<file path="src/rtl/vga_timing_monitor.sv">
// vga_timing_monitor: rebuilds 640x480@60 position counters from an incoming
// hsync/vsync pair, measures line/frame/sync timing and reports lock + errors.
// Latency: h_pos/v_pos lag the source counters by 1 clk; active/px_x/px_y are
// combinational from the registered counters.
// Backpressure: none; the monitor observes every cycle and cannot stall the source.
//
// Ports:
//   clk, rst          pixel clock, synchronous active-high reset
//   hsync_in          active-low horizontal sync
//   vsync_in          active-low vertical sync (changes only on hsync falling-edge cycles)
//   h_pos, v_pos      recovered horizontal/vertical counts, saturating at 1023
//   px_x, px_y        coordinates inside the visible window, 0 outside it
//   active            visible window and locked
//   line_len          clocks in the last complete line
//   frame_lines       lines in the last complete frame
//   locked            timing verified over LOCK_FRAMES consecutive frames
//   err               one-cycle pulse per cycle in which any timing check fails
module vga_timing_monitor #(
  parameter int H_SYNC      = 96,
  parameter int H_BP        = 48,
  parameter int H_ACTIVE    = 640,
  parameter int H_FP        = 16,
  parameter int V_SYNC      = 2,
  parameter int V_BP        = 33,
  parameter int V_ACTIVE    = 480,
  parameter int V_FP        = 10,
  parameter int LOCK_FRAMES = 2
) (
  input  logic        clk,
  input  logic        rst,
  input  logic        hsync_in,
  input  logic        vsync_in,
  output logic [9:0]  h_pos,
  output logic [9:0]  v_pos,
  output logic [9:0]  px_x,
  output logic [9:0]  px_y,
  output logic        active,
  output logic [10:0] line_len,
  output logic [10:0] frame_lines,
  output logic        locked,
  output logic        err
);

  localparam int H_TOTAL = H_SYNC + H_BP + H_ACTIVE + H_FP;
  localparam int V_TOTAL = V_SYNC + V_BP + V_ACTIVE + V_FP;
  localparam int H_START = H_SYNC + H_BP;
  localparam int H_END   = H_START + H_ACTIVE - 1;
  localparam int V_START = V_SYNC + V_BP;
  localparam int V_END   = V_START + V_ACTIVE - 1;

  typedef enum logic [1:0] {UNLOCKED, COUNTING, LOCKED} state_t;

  state_t      state, state_n;
  logic [7:0]  good_cnt, good_n;
  logic        frame_err, frame_err_n;
  logic        hs_d, vs_d;
  logic        h_seen, v_seen;
  logic [10:0] hlow, vlow;

  logic        hs_fe, hs_re, vs_fe, vs_re;
  logic [10:0] h_inc, v_inc;
  logic        chk_hlen, chk_hsw, chk_vlen, chk_vsw, any_chk;

  // Edge detection. Vertical edges are only honoured on hsync falling-edge
  // cycles, which is the only place a well-formed source moves vsync.
  assign hs_fe = ~hsync_in & hs_d;
  assign hs_re = hsync_in & ~hs_d;
  assign vs_fe = hs_fe & ~vsync_in & vs_d;
  assign vs_re = hs_fe & vsync_in & ~vs_d;

  // 11-bit so a saturated counter (1023) reports a length of 1024.
  assign h_inc = {1'b0, h_pos} + 11'd1;
  assign v_inc = {1'b0, v_pos} + 11'd1;

  // Checks are only meaningful once a full line/frame has been framed by an
  // edge seen since reset, so partial intervals after reset never flag.
  assign chk_hlen = hs_fe & h_seen & (h_inc != 11'(H_TOTAL));
  assign chk_hsw  = hs_re & h_seen & (hlow  != 11'(H_SYNC));
  assign chk_vlen = vs_fe & v_seen & (v_inc != 11'(V_TOTAL));
  assign chk_vsw  = vs_re & v_seen & (vlow  != 11'(V_SYNC));
  assign any_chk  = chk_hlen | chk_hsw | chk_vlen | chk_vsw;

  // Lock FSM next state. A failing check drops lock immediately; the frame
  // boundary decides whether the just-finished frame counts as good.
  always_comb begin
    state_n     = state;
    good_n      = good_cnt;
    frame_err_n = frame_err;
    if (any_chk) begin
      state_n     = UNLOCKED;
      frame_err_n = 1'b1;
    end
    if (vs_fe) begin
      frame_err_n = 1'b0;
      if (v_seen) begin
        if (frame_err || any_chk) begin
          good_n  = 8'd0;
          state_n = UNLOCKED;
        end else begin
          if (good_cnt < 8'(LOCK_FRAMES)) begin
            good_n = good_cnt + 8'd1;
          end
          state_n = (good_n == 8'(LOCK_FRAMES)) ? LOCKED : COUNTING;
        end
      end
    end
  end

  always_ff @(posedge clk) begin
    if (rst) begin
      state       <= UNLOCKED;
      good_cnt    <= 8'd0;
      frame_err   <= 1'b0;
      hs_d        <= 1'b1;
      vs_d        <= 1'b1;
      h_seen      <= 1'b0;
      v_seen      <= 1'b0;
      hlow        <= 11'd0;
      vlow        <= 11'd0;
      h_pos       <= 10'd0;
      v_pos       <= 10'd0;
      line_len    <= 11'd0;
      frame_lines <= 11'd0;
      err         <= 1'b0;
    end else begin
      state     <= state_n;
      good_cnt  <= good_n;
      frame_err <= frame_err_n;
      hs_d      <= hsync_in;
      vs_d      <= vsync_in;
      err       <= any_chk;

      // Horizontal position and sync-low width.
      if (hs_fe) begin
        h_pos  <= 10'd0;
        h_seen <= 1'b1;
        if (h_seen) line_len <= h_inc;
      end else if (h_pos != 10'd1023) begin
        h_pos <= h_pos + 10'd1;
      end

      if (hs_fe) begin
        hlow <= 11'd1;
      end else if (!hsync_in && hlow != 11'd2047) begin
        hlow <= hlow + 11'd1;
      end

      // Vertical position and sync-low width, both in lines.
      if (hs_fe) begin
        if (vs_fe) begin
          v_pos  <= 10'd0;
          v_seen <= 1'b1;
          if (v_seen) frame_lines <= v_inc;
        end else if (v_pos != 10'd1023) begin
          v_pos <= v_pos + 10'd1;
        end
      end

      if (vs_fe) begin
        vlow <= 11'd1;
      end else if (hs_fe && !vsync_in && vlow != 11'd2047) begin
        vlow <= vlow + 11'd1;
      end
    end
  end

  assign locked = (state == LOCKED);

  assign active = locked
                  && (h_pos >= 10'(H_START)) && (h_pos <= 10'(H_END))
                  && (v_pos >= 10'(V_START)) && (v_pos <= 10'(V_END));

  assign px_x = active ? (h_pos - 10'(H_START)) : 10'd0;
  assign px_y = active ? (v_pos - 10'(V_START)) : 10'd0;

endmodule

</file>
<file path="config.mk">
export PLATFORM = sky130hd
export DESIGN_NAME = vga_timing_monitor
export DESIGN_NICKNAME = d
export VERILOG_FILES = /design/src/rtl/vga_timing_monitor.sv
export SDC_FILE = /design/constraint.sdc
export NUM_CORES = 1
export LEC_CHECK = 0
export ABC_AREA = 1
export ABC_CLOCK_PERIOD_IN_PS = 3200
export CORE_MARGIN = 2
export CORE_UTILIZATION = 58
export DETAILED_ROUTE_END_ITERATION = 10
export HOLD_SLACK_MARGIN = 0.06
export PLACE_DENSITY = 0.81
export SETUP_SLACK_MARGIN = 0.4
export SLEW_MARGIN = 10
export SYNTH_ARGS = -nofsm -noshare
export SYNTH_HDL_FRONTEND = slang
export SYNTH_SLANG_ARGS = --single-unit
export TNS_END_PERCENT = 30
</file>
<file path="constraint.sdc">
create_clock -name clk -period 3.2 [get_ports clk]
set_clock_uncertainty 0.15 [all_clocks]
set_input_delay 0.48 -clock clk [delete_from_list [all_inputs] [get_ports clk]]
set_output_delay 0.48 -clock clk [all_outputs]
set_load 0.05 [all_outputs]
</file>
==> results.cfg <==
[yosys]
yosys_warnings = 0
syn_nets = 638
netlist.area_leader.share = 0.368
ys_types = 41
yosys-top-cells-area = dfxtp_1 (37%), nand2_1 (11%), inv_1 (7.6%)
ys_seq_area_frac = 0.368
synth.avg_cell_area_sq_um = 7.03
yosysTopAreaCell = dfxtp_1
synth_cells = 619
syn_area_sq_um = 4350
ys_ff_latch = 80

[grt]
grt_pass1_wl_microns = 17900
grt_antenna_before_repair = 0
grt_max_degree = 33
grt_overflow_total = 0
grt_pass1_vias = 3991
grtUsageTotal = 0.262

[power]
p_int_w = 0.00136
vdd_drop_max_mv = 0.265
clkPwrFrac = 0.348
p_sw_w = 0.000543
p_sw_frac = 0.285
power.total_w = 0.00191
power_frac_seq = 0.541
combPwrFrac = 0.111
power.density_nw_per_um2 = 342
power_leakage_nw = 2.30

[worst_setup_path]
cp_common_cell = buf_6
max_stage_delay_ps = 380
cp_slowest_cell = dfxtp_4
cp_max_fo = 10
endpoint_kind = output port
criticalPathCategory = reg2out
path_cells = inv_4 -> ha_2 -> a41oi_2 -> o21bai_1 -> nand3_2 -> nor2_4 -> buf_6 -> clkinv_8 -> nor2_2 -> buf_6
crit_start = h_pos[4]
ff2ff_setup_slack_ps = 1050
timing.rr.end = hlow[8]
rr_startpoint = hlow[3]
critPathTopFamily = simple AND/OR/NAND/NOR gates
crit_path_start_kind = flop
reg2reg_depth = 10
worstPathArrival_ps = 2290
crit_buf_inv = 4
crit_end = px_x[9]
worstSetupPathDepth = 10
required_ps = 2570

[clock_tree]
cts_tree = yes
numCtsBuffers = 9
path_clk_slew_ps = 80
root_buffer = clkbuf_8
clockBufferDepth = 2
h-tree-depth = 3
cts.sinks = 80
clk_latency_ps = 350

[drt]
first_pass_iters = 5
ant_nets = 0
wl_microns = 11300
drcViolationCount = 0
viasPerCell = 5.40
route.vias.total = 4338
drtIter0Drc = 187
wl_per_cell_microns = 14.1

[finish]
antennaDiodeCount = 0
area_growth_pct = 27.9
nets = 718
drive_gt1_frac = 0.203
final_util = 0.767

[placed_design]
dpl.hpwl_microns = 7740
gp_congestion = 0.896
numPortBuffers = 68

[worst_hold_path]
hold-path-cell-count = 2
hp-class = reg2reg
min_from = good_cnt[6]

[timing]
setup_viol = 0
hold_viol = 0
fin_tns_setup_ps = 0
min_period_ps = 2920
relSlewSlack = 0.429
drv_slew = 0
tightestPinTransition_ps = 855
final.period_utilization = 0.913
timing.fmax_mhz = 342
rsz0062_at_grt = yes
finalHoldWorstSlack_ps = 303

[die]
initial_core_util = 0.600
fp-row-count = 31
dieHeight_microns = 90.6
die_w_microns = 90.6
coreArea_sq_um = 7250
die-area_sq_um = 8210
num_io_pins = 69

[run_status]
outcome = finished, final reports clean

[flow_run]
maxCapViolCount = 0
[cell families after synthesis]
logic type	Yosys count	share of synthesized area
buffers and inverters	114	0.108
xor gates and xnor gates	10	0.0201
adders and majority gates	15	0.0431
and+or+nand+nor	278	0.301
DFF	80	0.368
AOI/OAI and AO/OA	122	0.159
[state kept, by name (all words and copies together), names as in the netlist, 2 cells and up]
| register | count |
|---|---|
| frame_lines | 11 |
| good_cnt | 8 |
| h_pos | 10 |
| hlow | 11 |
| line_len | 11 |
| state | 2 |
| v_pos | 10 |
| vlow | 11 |
[power by group through the flow]
stage / combinational, W / sequential (W) / clock, W
3_5_place_dp: 0.000201 / 0.00106 / 0
3_3_place_gp: 0.000198 / 0.00105 / 0
2_1_floorplan: 0.0000968 / 0.00110 / 0
6_report: 0.000211 / 0.00103 / 0.000663
4_1_cts: 0.000202 / 0.00103 / 0.000664
5_1_grt: 0.000228 / 0.00103 / 0.000714
[repair_timing]
item | 4_1_cts | 5_1_grt
hold buffers | 0 | 0
resized for setup | 8 | 35
buffers inserted | 0 | 17
pin swaps | 0 | 7
endpoints found under the hold margin | 0 | 0
endpoints found under the setup margin | 21 | 21
gates cloned | 0 | 2
[final cells by class]
cell class	instances	area, sq um
Tap cell	99	124
Timing Repair inverter	2	25.0
Multi-Input combinational cell	425	2400
Clock inverter	4	30.0
Inverter	92	363
Fill cell	573	1690
Clock buffer	12	135
Timing Repair Buffer	89	848
Sequential cell	80	1640
[layer usage]
metal  GRT usage  vias to the layer above  routed length, microns
met5           0                        -                       0
met1       0.333                     1991                    4970
met4       0.121                        0                     227
li1            -                     2178                       -
met2       0.436                      145                    5500
met3      0.0434                       24                     626
[metrics by stage]
stage,instance area (sq um),cells,setup slack (ps)
after floorplan,4480,619,381
after global placement,5140,768,542
after detailed placement,5140,768,478
after CTS,5310,784,375
after global routing,5560,803,133
final,5560,803,278
[how the worst min path moves through the flow]
stage / slack (ps) / end
detailed placement: 290 / good_cnt[6]
global placement: 290 / good_cnt[5]
CTS: 300 / good_cnt[6]
finish: 300 / good_cnt[6]
floorplan: 280 / good_cnt[6]
global route: 310 / good_cnt[6]
[cells in the final DEF, fill, tap and decap left out, types with 3 or more instances in the layout]
master / instances
o21ai_0: 35
inv_4: 3
inv_2: 4
ha_1: 12
xor2_1: 10
o211ai_1: 7
dfxtp_2: 6
nor3_1: 12
nand4_1: 24
nor2_4: 4
buf_4: 22
clkdlybuf4s50_1: 47
a21oi_2: 10
o21ai_1: 5
dfxtp_1: 65
o21bai_1: 4
clkbuf_8: 9
nand2_1: 125
clkbuf_1: 3
a21oi_1: 53
dfxtp_4: 9
buf_6: 18
nor2_2: 22
a31oi_1: 4
nand3_2: 4
nor2_1: 38
inv_1: 84
nand2_2: 9
nand3_1: 23
[cells in the mapped netlist (all sizes together)]
library cell	instances
clkinv	1
xor2	10
a41oi	1
a22oi	1
nand3	29
inv	91
or2	5
o211ai	7
nand4	24
buf	12
o21ai	40
o21bai	4
nor4	2
nor3b	3
ha	15
o21a	1
clkbuf	10
a31oi	4
and3	1
nor3	15
dfxtp	80
nand2	135
nor2	64
a21oi	64
[worst reg2reg max path: cells and delay by family (launching register included)]
kind | cells | cell delay [ps]
AND/OR/NAND/NOR | 6 | 1010
flip-flops | 1 | 380
buffers and inverters | 2 | 340
AO/OA/AOI/OAI | 2 | 210
Power figures use the tool's default switching activity.
